`src/rtl/ising_spin_readout.sv`:
```
// Host readout transmitter: snapshots spins/energy on request and streams a
// byte frame over valid/ready. Optional trailing XOR checksum: READOUT_CHECKSUM_EN.
module ising_spin_readout #(
  parameter int N_SPINS  = 32,
  parameter int ENERGY_W = 16
) (
  input  logic                clk,
  input  logic                rst_n,
  input  logic                snap_req_i,
  input  logic                abort_i,
  input  logic [N_SPINS-1:0]  spins_i,
  input  logic [ENERGY_W-1:0] energy_i,
  output logic [7:0]          tx_data_o,
  output logic                tx_valid_o,
  input  logic                tx_ready_i,
  output logic                busy_o,
  output logic                done_o,
  output logic [7:0]          seq_o
);

  localparam int SB    = (N_SPINS + 7) / 8;
  localparam int EB    = (ENERGY_W + 7) / 8;
  localparam int MAXB  = (SB > EB) ? SB : EB;
  localparam int IDX_W = (MAXB > 1) ? $clog2(MAXB) : 1;

  typedef enum logic [2:0] {IDLE, HDR, SEQ, SPIN, ENGY, CSUM} state_e;

  state_e               state_q, state_d;
  logic [IDX_W-1:0]     idx_q, idx_d;
  logic                 frame_end;
  logic                 xfer;
  logic                 last_spin, last_engy;

  logic [N_SPINS-1:0]   snap_spins;
  logic [ENERGY_W-1:0]  snap_energy;
  logic [7:0]           snap_seq;

  logic [SB*8-1:0]      spins_pad;
  logic [EB*8-1:0]      eng_pad;
  logic [SB-1:0][7:0]   spin_bytes;
  logic [EB-1:0][7:0]   eng_bytes;

  logic [7:0]           data_d;
  logic                 valid_d, busy_d, done_d;
  logic [7:0]           seq_d;

  assign xfer      = tx_valid_o & tx_ready_i;
  assign last_spin = (idx_q == IDX_W'(SB - 1));
  assign last_engy = (idx_q == IDX_W'(EB - 1));

  // Spin bytes zero-padded on top, energy bytes sign-extended.
  always_comb begin
    spins_pad = '0;
    spins_pad[N_SPINS-1:0] = snap_spins;
  end
  assign eng_pad    = (EB*8)'($signed(snap_energy));
  assign spin_bytes = spins_pad;
  assign eng_bytes  = eng_pad;

`ifdef READOUT_CHECKSUM_EN
  logic [7:0] csum;
  always_comb begin
    csum = 8'hA5 ^ snap_seq;
    for (int i = 0; i < SB; i++) csum = csum ^ spin_bytes[i];
    for (int i = 0; i < EB; i++) csum = csum ^ eng_bytes[i];
  end
`endif

  // State register
  always_ff @(posedge clk or negedge rst_n) begin
    if (!rst_n) begin
      state_q <= IDLE;
      idx_q   <= '0;
    end else begin
      state_q <= state_d;
      idx_q   <= idx_d;
    end
  end

  // Snapshot is taken only when a request is accepted, then frozen for the frame.
  always_ff @(posedge clk or negedge rst_n) begin
    if (!rst_n) begin
      snap_spins  <= '0;
      snap_energy <= '0;
      snap_seq    <= '0;
    end else if (state_q == IDLE && snap_req_i) begin
      snap_spins  <= spins_i;
      snap_energy <= energy_i;
      snap_seq    <= seq_o;
    end
  end

  // Next-state logic; abort wins over a coincident transfer.
  always_comb begin
    state_d   = state_q;
    idx_d     = idx_q;
    frame_end = 1'b0;
    case (state_q)
      IDLE: begin
        if (snap_req_i) begin
          state_d = HDR;
          idx_d   = '0;
        end
      end
      default: begin
        if (abort_i) begin
          state_d = IDLE;
          idx_d   = '0;
        end else if (xfer) begin
          case (state_q)
            HDR: state_d = SEQ;
            SEQ: begin
              state_d = SPIN;
              idx_d   = '0;
            end
            SPIN: begin
              if (last_spin) begin
                state_d = ENGY;
                idx_d   = '0;
              end else begin
                idx_d = idx_q + IDX_W'(1);
              end
            end
            ENGY: begin
              if (last_engy) begin
`ifdef READOUT_CHECKSUM_EN
                state_d = CSUM;
`else
                state_d   = IDLE;
                frame_end = 1'b1;
`endif
                idx_d = '0;
              end else begin
                idx_d = idx_q + IDX_W'(1);
              end
            end
`ifdef READOUT_CHECKSUM_EN
            CSUM: begin
              state_d   = IDLE;
              frame_end = 1'b1;
            end
`endif
            default: state_d = IDLE;
          endcase
        end
      end
    endcase
  end

  // Output logic: next values of the registered outputs, keyed on the next state.
  always_comb begin
    data_d  = 8'h00;
    valid_d = (state_d != IDLE);
    busy_d  = (state_d != IDLE);
    done_d  = frame_end;
    seq_d   = frame_end ? seq_o + 8'd1 : seq_o;
    case (state_d)
      HDR: data_d = 8'hA5;
      SEQ: data_d = snap_seq;
      SPIN: begin
        for (int i = 0; i < SB; i++)
          if (idx_d == IDX_W'(i)) data_d = spin_bytes[i];
      end
      ENGY: begin
        for (int i = 0; i < EB; i++)
          if (idx_d == IDX_W'(i)) data_d = eng_bytes[i];
      end
`ifdef READOUT_CHECKSUM_EN
      CSUM: data_d = csum;
`endif
      default: data_d = 8'h00;
    endcase
  end

  always_ff @(posedge clk or negedge rst_n) begin
    if (!rst_n) begin
      tx_data_o  <= 8'h00;
      tx_valid_o <= 1'b0;
      busy_o     <= 1'b0;
      done_o     <= 1'b0;
      seq_o      <= 8'h00;
    end else begin
      tx_data_o  <= data_d;
      tx_valid_o <= valid_d;
      busy_o     <= busy_d;
      done_o     <= done_d;
      seq_o      <= seq_d;
    end
  end

endmodule
```
`config.mk`:
```
export PLATFORM = sky130hd
export DESIGN_NAME = ising_spin_readout
export DESIGN_NICKNAME = d
export VERILOG_FILES = /design/src/rtl/ising_spin_readout.sv
export SDC_FILE = /design/constraint.sdc
export NUM_CORES = 1
export LEC_CHECK = 0
export CAP_MARGIN = 20
export CORE_MARGIN = 8
export CORE_UTILIZATION = 25
export CTS_BUF_LIST = sky130_fd_sc_hd__clkbuf_2
export DETAILED_ROUTE_END_ITERATION = 8
export PLACE_DENSITY = 0.5
export RECOVER_POWER = 100
export SLEW_MARGIN = 20
export SYNTH_ARGS = -nofsm -noshare
export SYNTH_HDL_FRONTEND = slang
export SYNTH_SLANG_ARGS = --single-unit
```
`constraint.sdc`:
```
create_clock -name clk -period 2.9 [get_ports clk]
set_input_delay 0.58 -clock clk [delete_from_list [all_inputs] [get_ports clk]]
set_output_delay 0.58 -clock clk [all_outputs]
set_load 0.02 [all_outputs]
```
==> summary.md, run 1 <==
| Metric | Value |
|---|---|
| Status | `finished, violations left` |
| Failing checks | `capacitance limit, slew limit` |
| Adder-Cell Fraction of Synth Area | `1.35%` |
| Largest net degree at the start of global routing | `80` |
| Clk sinks | `79` |
| Critical-path cell list | `nor3b_1 -> or3_4 -> a311oi_4 -> clkbuf_2 -> mux2_2 -> a31oi_1 -> o211ai_2` |
| Avg Synthesized Cell Area | `13.1 sq um` |
| Cell Rows | `44` |
| Mux cell area share after synthesis | `22.0%` |
| Crit path required time | `3310 ps` |
| Vias | `2,455` |
| DR iter-0 viols | `125` |
| Worst vdd ir | `271 uV` |
| Largest family of logic cells by synthesized area | `multiplexers` |
| Pwr/cell area | `705 mW/mm^2` |
| Synth async-reset ratio | `100%` |
| Worst slew margin | `-27.4%` |
| Post-synthesis sequential area ratio | `53.5%` |
| XOR/XNOR Fraction of Synth Area | `1.66%` |
| Die Y | `138 microns` |
| H-tree Lvls | `3` |
| Synth area leader | `dfrtp_1` |
| Critical Path Start Type | `register` |
| Total GRT Usage | `9.70%` |
| Detailed Routing Iterations Pass 1 | `4` |
| Port buffer count | `71` |
| Die width | `138 microns` |
| CTS clk-pin slew, worst paths | `230 ps` |
| Root buffer cell | `clkbuf_2` |
| Cell area after synthesis | `0.00370 sq mm` |
| Top fanout value on the critical path | `12` |
| CTS max path bufs | `2` |
| Post-layout nets | `414` |
| Yosys Warn Count | `0` |
| Fill cells | `1,485` |
| Core ar. | `0.0145 sq mm` |
| Post-cts gate resize count | `0` |
| Final period util | `91.4%` |
| Vias in the first global route | `2,686` |
| Area Overhead vs Synth | `27.8%` |
| HPWL after detailed placement | `6.61 mm` |
| Post-synth EDFFs | `0` |
| Die area | `0.0189 sq mm` |
| Setup TNS | `0 ps` |
| First-pass GRT wire length | `14.1 mm` |
| Final core occ | `32.6%` |
| CP peak stage delay | `550 ps` |
| Placer Congestion | `0.759` |
| Post-layout min period | `2650 ps` |
| Via/cell ratio | `4.50` |
| Initial Utilization | `25.5%` |
| Hold crit path type | `reg2reg` |
| Post CTS Setup Buffer Count | `0` |
| Congestion Overflow GR | `0` |
| Post-Route WL | `8.81 mm` |
| Fmax | `377 MHz` |
| Antenna diodes | `0` |
| Simple logic cell fraction of the synthesized area | `8.02%` |
| DRC violation count after routing | `0` |
| Synth Flop Type | `dfrtp_1` |
| Synth Instances | `283` |
| Share of cells above drive strength 1 | `24.9%` |
| Critical path arrival | `3070 ps` |
| CTS tree | `done` |
| Number of buffers created by CTS | `9` |
| DR WL/cell | `16.1 microns` |
| Yosys reg bits | `79` |
| Worst Tran Pin Value | `1910 ps` |
| Top cells by area, synth | `dfrtp_1 (53%), mux2_2 (17%), mux2i_1 (4.9%)` |
| Synth Area in Compound Gates | `9.40%` |
| RSZ-0062 raised after global routing | `no` |
| FF/Latch Area | `0.00198 sq mm` |
| Top Ports | `72` |
| Multi-input gate area | `0.00156 sq mm` |
| Slowest cell on the critical path | `dfrtp_1` |
| Clock Latency Late Sink | `520 ps` |
| Most numerous cell in the Yosys netlist | `dfrtp_1` |
| Initial antenna violation count | `0` |
| Setup Skew | `34.6 ps` |
| Final slew viol count | `80` |
| DRT antenna net count | `0` |
| P_leak | `1.97 nW` |
| Cts hold-fix bufs | `0` |
| CP Capture Type | `register` |
| Final Setup Violations | `0` |
| Library cells used by synthesis | `54` |
| Top cell type's share of synthesized area | `53.5%` |
| Total of max-cap violations | `1` |
| Most common library cells after synthesis | `dfrtp_1 (79), mux2_2 (55), mux2i_1 (18), nand2_1 (12), inv_1 (10)` |
| Hold violation count in the final report | `0` |
| Synthesized net count | `340` |
| Kind of critical path | `reg2reg` |
-- cell usage in the layout, fill, tap and decap left out, types with 3 or more instances in the layout --
cell type | synthesis | layout
o21ai_0 | 7 | 7
a211o_1 | 3 | 3
o221ai_1 | 6 | 6
mux2i_1 | 18 | 18
dfrtp_1 | 79 | 79
o22a_1 | 4 | 4
xor2_1 | 4 | 4
clkbuf_2 | 0 | 12
nor3_1 | 4 | 5
a31oi_1 | 3 | 3
xnor2_1 | 3 | 3
nand3_1 | 4 | 4
a22o_1 | 3 | 3
nor2_1 | 4 | 4
inv_1 | 10 | 11
clkdlybuf4s50_1 | 0 | 51
nand2_1 | 12 | 12
ha_1 | 4 | 4
o22ai_1 | 3 | 3
mux2_2 | 55 | 55
buf_4 | 5 | 6
dlygate4sd3_1 | 0 | 19
a2bb2oi_1 | 3 | 3
-- critical path, delay by kind of cell (launching register included) --
family / cells / cell delay, ps
compound gates: 3 / 710
buf+inv: 1 / 300
flops: 1 / 550
mux: 1 / 360
simple gates: 2 / 630
-- sequential cells by signal (all words and copies together) (netlist names) --
signal	flops
snap_spins	32
snap_seq	8
tx_data_o	8
done_o	1
busy_o	1
eng_bytes	16
seq_o	8
state_q	3
idx_q	2
-- cell families after synthesis --
| family | count (synthesis) |
|---|---|
| muxes | 74 |
| DFF | 79 |
| AOI/OAI and AO/OA | 43 |
| xor gates and xnor gates | 7 |
| adders and majority gates | 4 |
| and+or+nand+nor | 46 |
| buffers and inverters | 30 |
-- per-layer routing --
metal	track usage (%)	wire, microns	part of all wire [%]	vias up
li1	-	-	-	1174
met1	12.1	3960	45	1233
met2	15.7	4370	50	40
met3	2.88	381	4.3	8
met4	3.26	97	1.1	0
met5	0	0	0	-
-- worst paths after layout --
check	from	end	slack, ps	depth (start not counted)
worst max-delay path	state_q[2]$_DFF_PN0_	tx_data_o[2]$_DFF_PN0_	250	7
worst min-delay path	seq_o[7]$_DFFE_PN0P_	seq_o[7]$_DFFE_PN0P_	510	1
worst max register to register	state_q[2]$_DFF_PN0_	tx_data_o[2]$_DFF_PN0_	250	7
worst min register to register	seq_o[7]$_DFFE_PN0P_	seq_o[7]$_DFFE_PN0P_	510	1
max in group asynchronous	rst_n	seq_o[2]$_DFFE_PN0P_	1210	1
min in group asynchronous	rst_n	snap_spins[9]$_DFFE_PN0P_	560	1
-- power breakdown --
part / total (W) / internal (W) / switching [W]
sequential: 0.00166 / 0.00144 / 0.000221
combinational: 0.00109 / 0.000617 / 0.000474
clock: 0.000579 / 0.000200 / 0.000379
total: 0.00333 / 0.00226 / 0.00107
-- final cells by class --
class / instances / area share, %
Timing Repair Buffer: 81 / 17.0
Clock buffer: 10 / 1.06
Inverter: 12 / 0.953
Multi-Input combinational cell: 174 / 33.0
Tap cell: 184 / 4.87
Sequential cell: 79 / 41.8
Clock inverter: 6 / 1.30
-- through the flow --
step | cell area (sq um) | hold WS (ps) | power, W | std cells | worst slack [ps]
finish | 4730 | 513 | 0.00333 | 546 | 249
CTS | 4750 | 181 | 0.00342 | 546 | 304
global route | 4730 | 550 | 0.00356 | 546 | 76.5
global placement | 4640 | 491 | 0.00282 | 530 | 148
detailed placement | 4640 | 497 | 0.00283 | 530 | 103
floorplan | 3700 | 284 | 0.00245 | 283 | 548
No activity file was read; power rests on OpenSTA's default activity.
==> run 2, diff against run 1 <==
- CORE_MARGIN: 8 -> not set
==> summary.md, run 2 (synthesized netlist as in run 1, its figures left out) <==
| Metric | Value |
|---|---|
| Final Setup Violations | `0 (unchanged)` |
| Post-layout nets | `413 (-0.24%)` |
| Post CTS Setup Buffer Count | `0 (unchanged)` |
| Initial Utilization | `25.5% (unchanged)` |
| P_leak | `1.95 nW (-1.3%)` |
| Critical path arrival | `3070 ps (about the same)` |
| Post-cts gate resize count | `0 (unchanged)` |
| Die width | `124 microns (-10%)` |
| H-tree Lvls | `3 (unchanged)` |
| Share of cells above drive strength 1 | `24.5% (-0.35 points)` |
| Largest net degree at the start of global routing | `80 (unchanged)` |
| DRT antenna net count | `0 (unchanged)` |
| Post-layout min period | `2640 ps (-8.50 ps)` |
| Most frequent cells in the layout | `dfrtp_1 (79), mux2_2 (55), clkdlybuf4s50_1 (51)` |
| Total power | `0.00322 W (-3.4%)` |
| Crit path required time | `3330 ps (+20 ps)` |
| Post-DP Area | `0.00462 sq mm (-0.43%)` |
| CP Capture Type | `register` |
| Detailed Routing Iterations Pass 1 | `6 (+2)` |
| Top Ports | `72 (unchanged)` |
| HPWL after detailed placement | `6.02 mm (-8.9%)` |
| Total of max-cap violations | `1 (unchanged)` |
| Root buffer cell | `clkbuf_2` |
| Core ar. | `0.0145 sq mm (unchanged)` |
| Worst vdd ir | `292 uV (+7.8%)` |
| Vias in the first global route | `2,581 (-3.9%)` |
| Top reg by flops | `snap_spins` |
| Failing checks | `capacitance limit, slew limit` |
| Commonest non-fill, non-tap cell in the layout | `dfrtp_1` |
| Clk sinks | `79 (unchanged)` |
| Critical-path cell list | `nor3_1 -> and2_2 -> buf_2 -> mux2_2` |
| Final slew viol count | `80 (unchanged)` |
| Status | `finished, violations left` |
| Die area | `0.0153 sq mm (-19%)` |
| Setup Skew | `16.0 ps (-18.6 ps)` |
| Post-Route WL | `8.46 mm (-4.0%)` |
| Initial antenna violation count | `0 (unchanged)` |
| Post-Layout Cell Count | `543 (-0.55%)` |
| DR WL/cell | `15.6 microns (-3.5%)` |
| Hold violation count in the final report | `0 (unchanged)` |
| Top fanout value on the critical path | `62 (+50)` |
| DRC violation count after routing | `0 (unchanged)` |
| Antenna diodes | `0 (unchanged)` |
| Final period util | `91.1% (-0.29 points)` |
| Worst Tran Pin Value | `2010 ps (+96.4 ps)` |
| CP top delay family | `buffers and inverters` |
| Design area | `0.00467 sq mm (-1.2%)` |
| CTS max path bufs | `2 (unchanged)` |
| Setup TNS | `0 ps (unchanged)` |
| Number of buffers created by CTS | `9 (unchanged)` |
| Slowest cell on the critical path | `buf_2` |
| Critical Path Start Type | `register` |
| Congestion Overflow GR | `0 (unchanged)` |
| Die Y | `124 microns (-10%)` |
| RSZ-0062 raised after global routing | `no` |
| CP peak stage delay | `1000 ps (+450 ps)` |
| Largest register FFs | `32 (unchanged)` |
| Vias | `2,442 (-0.53%)` |
| Cts hold-fix bufs | `0 (unchanged)` |
| Buf/Inv on CP | `1 (unchanged)` |
| Clock Latency Late Sink | `530 ps (about the same)` |
| Pwr/cell area | `690 mW/mm^2 (-2.2%)` |
| Hold crit path type | `reg2reg` |
| Fill cells | `1,473 (-0.81%)` |
| DR iter-0 viols | `185 (+48%)` |
| Kind of critical path | `reg2reg` |
| Port buffer count | `71 (unchanged)` |
| Cell Rows | `44 (unchanged)` |
| Via/cell ratio | `4.50 (about the same)` |
| First-pass GRT wire length | `13.6 mm (-3.1%)` |
| Placer Congestion | `0.801 (+5.6%)` |
| Area Overhead vs Synth | `26.3%` |
| CTS tree | `done` |
| Fmax | `378 MHz (+0.32%)` |
| Post-placement cell count | `529 (-0.19%)` |
| CTS clk-pin slew, worst paths | `190 ps (-40 ps)` |
| Total GRT Usage | `12.0% (+2.3 points)` |
| Worst slew margin | `-33.9% (-6.4 points)` |
## run 2: cell types whose count changed in the layout (fill, tap and decap cells not counted), sizes merged
cell / change
clkbuf: -1
buf: +1
bufinv: -1
clkinv: -2
## run 2: layout make-up
cell class	count	area (sq um)	share of cell area, %
Tap cell	184	230	4.93
Multi-Input combinational cell	174	1570	33.6
Inverter	12	45.0	0.964
Timing Repair Buffer	80	783	16.8
Clock inverter	3	12.5	0.268
Clock buffer	11	55.1	1.18
Sequential cell	79	1980	42.3
## run 2: final timing paths
check                                      startpoint                          to  slack (ps)  cells past startpoint
hold reg to reg            snap_spins[15]$_DFFE_PN0P_  snap_spins[15]$_DFFE_PN0P_         530                      1
setup / recovery                 state_q[0]$_DFF_PN0_  snap_spins[15]$_DFFE_PN0P_         260                      4
setup reg to reg                 state_q[0]$_DFF_PN0_  snap_spins[15]$_DFFE_PN0P_         260                      4
min in group asynchronous                       rst_n   snap_spins[1]$_DFFE_PN0P_         580                      1
hold / removal             snap_spins[15]$_DFFE_PN0P_  snap_spins[15]$_DFFE_PN0P_         530                      1
max in group asynchronous                       rst_n   eng_bytes[13]$_DFFE_PN0P_        1140                      1
## run 2: stage by stage
| step | utilization (%) | hold WS [ps] | setup WS (ps) |
|---|---|---|---|
| floorplan | - | 284 | 548 |
| global placement | 31.9 | 489 | 58.7 |
| detailed placement | 31.9 | 495 | 63.2 |
| CTS | 32.4 | 215 | 246 |
| global route | 32.3 | 557 | 83.1 |
| finish | 32.3 | 531 | 258 |
## run 2: worst reg2reg max path, cell delays in order (launching register included)
cell,delay [ps]
dfrtp_1,560
nor3_1,270
and2_2,240
buf_2,1000
mux2_2,490
## run 2: report_power, final
group / internal, W / leakage (nW) / switching [W] / total [W]
Clock: 0.000104 / 0.0527 / 0.000363 / 0.000468
Sequential: 0.00144 / 0.982 / 0.000224 / 0.00167
Combinational: 0.000622 / 0.912 / 0.000466 / 0.00109
## run 2: routing by layer
metal	up-vias	GRT usage, %	wire [microns]
li1	1172	-	-
met1	1206	16.2	4000
met2	54	18.7	4020
met3	10	1.97	296
met4	0	5.57	136
met5	-	0	0
==> run 3, diff against run 2 <==
- CORE_UTILIZATION: 25 -> 49
- PLACE_DENSITY: 0.5 -> 0.82
- REMOVE_ABC_BUFFERS: not set -> 1
==> summary.md, run 3 (synthesized netlist as in run 1, its figures left out) <==
| Metric | Value |
|---|---|
| Final core occ | `63.1% (+31 points)` |
| CTS tree | `done` |
| Area Overhead vs Synth | `24.4%` |
| Slowest cell on the critical path | `dfrtp_1` |
| HPWL after detailed placement | `5.46 mm (-9.3%)` |
| Fmax | `377 MHz (-0.37%)` |
| CTS max path bufs | `2 (unchanged)` |
| Core ar. | `0.00729 sq mm (-50%)` |
| Final period util | `91.4% (+0.34 points)` |
| Vias in the first global route | `2,554 (-1.0%)` |
| Setup slack after layout | `248 ps (-9.76 ps)` |
| Critical path arrival | `3050 ps (-20 ps)` |
| Post-Route WL | `7.58 mm (-10%)` |
| Met2 Use GR | `34.1% (+15 points)` |
| Detailed Routing Iterations Pass 1 | `4 (-2)` |
| Multi-input gate area | `0.00156 sq mm (-0.32%)` |
| Critical-path cell list | `ha_1 -> nor4bb_1 -> o2111ai_1 -> a311oi_4 -> buf_4 -> mux2_2 -> a31oi_1 -> o211ai_2` |
| Antenna diodes | `0 (unchanged)` |
| DRC violation count after routing | `0 (unchanged)` |
| Worst slew margin | `-26.4% (+7.4 points)` |
| Number of buffers created by CTS | `9 (unchanged)` |
| Die area | `0.00790 sq mm (-48%)` |
| Cts hold-fix bufs | `0 (unchanged)` |
| Initial antenna violation count | `0 (unchanged)` |
| Post-layout min period | `2650 ps (+9.76 ps)` |
| Die Y | `88.9 microns (-28%)` |
| Failing checks | `capacitance limit, slew limit` |
| Met1 GRT Util | `27.1% (+11 points)` |
| Post-Place Worst Slack | `88.5 ps (+25.3 ps)` |
| Setup TNS | `0 ps (unchanged)` |
| Share of cells above drive strength 1 | `23.5% (-0.97 points)` |
| Most frequent cells in the layout | `dfrtp_1 (79), mux2_2 (55), clkdlybuf4s50_1 (51)` |
| Post-layout nets | `414 (+0.24%)` |
| Congestion Overflow GR | `0 (unchanged)` |
| Crit path required time | `3300 ps (-30 ps)` |
| Clock Latency Late Sink | `500 ps (-30 ps)` |
| Fill cells | `596 (-60%)` |
| Hold crit path type | `reg2reg` |
| Via/cell ratio | `5.49 (+22%)` |
| RSZ-0062 raised after global routing | `no` |
| Total of max-cap violations | `1 (unchanged)` |
| Routing usage on met3 | `3.36% (+1.4 points)` |
| FF/Latch Area | `0.00198 sq mm (unchanged)` |
| H-tree Lvls | `3 (unchanged)` |
| Cell Rows | `31 (-30%)` |
| P_leak | `1.96 nW (+0.57%)` |
| Final slew viol count | `80 (unchanged)` |
| Setup Skew | `17.8 ps (+1.78 ps)` |
| Die width | `88.9 microns (-28%)` |
| Port buffer count | `71 (unchanged)` |
| Initial Utilization | `50.7% (+25 points)` |
| DRT antenna net count | `0 (unchanged)` |
| Worst Tran Pin Value | `1900 ps (-111 ps)` |
| Root buffer cell | `clkbuf_2` |
| Top reg by flops | `snap_spins` |
| Commonest non-fill, non-tap cell in the layout | `dfrtp_1` |
| Largest net degree at the start of global routing | `80 (unchanged)` |
| DR iter-0 viols | `108 (-42%)` |
| Total GRT Usage | `20.9% (+9.0 points)` |
| Placer Congestion | `0.864 (+7.8%)` |
| Final Setup Violations | `0 (unchanged)` |
| CTS clk-pin slew, worst paths | `200 ps (about the same)` |
| Largest register FFs | `32 (unchanged)` |
| Top fanout value on the critical path | `11 (-82%)` |
| Top Ports | `72 (unchanged)` |
| Pwr/cell area | `733 mW/mm^2 (+6.3%)` |
| Critical Path Start Type | `register` |
| Post-cts gate resize count | `0 (unchanged)` |
| Post CTS Setup Buffer Count | `0 (unchanged)` |
| Vias | `2,524 (+3.4%)` |
| Worst vdd ir | `365 uV (+25%)` |
| Clk sinks | `79 (unchanged)` |
| GR peak layer | `met2` |
| CP peak stage delay | `470 ps (-530 ps)` |
| CP Capture Type | `register` |
| Status | `finished, violations left` |
| First-pass GRT wire length | `12.2 mm (-11%)` |
| DR WL/cell | `16.5 microns (+5.8%)` |
| Kind of critical path | `reg2reg` |
| Hold violation count in the final report | `0 (unchanged)` |
[run 3: cell count changes in the layout (fill, tap and decap cells not counted)]
cell	before	now
and2_0	0	1
and2_2	1	0
buf_12	1	0
buf_2	1	0
bufinv_16	0	2
clkbuf_1	0	2
clkbuf_2	12	11
clkinv_1	2	3
mux2_1	0	1
mux2_4	1	0
[run 3: worst max-delay path, delay by kind of cell, from the launching register on]
family	cells	cell delay, ps
and+or+nand+nor	1	270
adders and majority gates	1	270
buffers and inverters	1	290
muxes	1	360
DFF	1	470
AOI/OAI and AO/OA	4	900
[run 3: stage by stage]
| step | power [W] | hold slack [ps] | cell area [sq um] | std cells |
|---|---|---|---|---|
| final | 0.00337 | 536 | 4600 | 460 |
| after detailed placement | 0.00280 | 495 | 4510 | 445 |
| after global routing | 0.00355 | 551 | 4600 | 460 |
| after floorplan | 0.00240 | 284 | 3590 | 265 |
| after CTS | 0.00343 | 217 | 4630 | 460 |
| after global placement | 0.00276 | 490 | 4510 | 445 |
[run 3: worst paths after layout]
kind,startpoint,to,slack [ps],depth (start not counted)
max,idx_q[0]$_DFF_PN0_,tx_data_o[2]$_DFF_PN0_,250,8
max reg2reg,idx_q[0]$_DFF_PN0_,tx_data_o[2]$_DFF_PN0_,250,8
min reg2reg,snap_spins[5]$_DFFE_PN0P_,snap_spins[5]$_DFFE_PN0P_,540,1
min in group asynchronous,rst_n,snap_spins[19]$_DFFE_PN0P_,590,1
min,snap_spins[5]$_DFFE_PN0P_,snap_spins[5]$_DFFE_PN0P_,540,1
max in group asynchronous,rst_n,state_q[1]$_DFF_PN0_,1230,1
[run 3: per-layer routing]
layer  wire (microns)  vias to the layer above
met1             3280                     1242
met5                0                        -
met2             3740                       82
met3              354                       20
met4              201                        0
li1                 -                     1180
[run 3: power breakdown]
group	total [W]	internal (W)	switching (W)
logic	0.00107	0.000605	0.000466
clock network	0.000627	0.000271	0.000356
registers	0.00167	0.00144	0.000231
total	0.00337	0.00232	0.00105
[run 3: final cells by class]
class / count / area share (%)
clock buffer: 9 / 0.979
sequential: 79 / 43.0
timing repair buffer: 81 / 16.8
clock inverter: 6 / 1.66
multi-input combinational: 174 / 34.0
tap: 99 / 2.69
inverter: 12 / 0.979
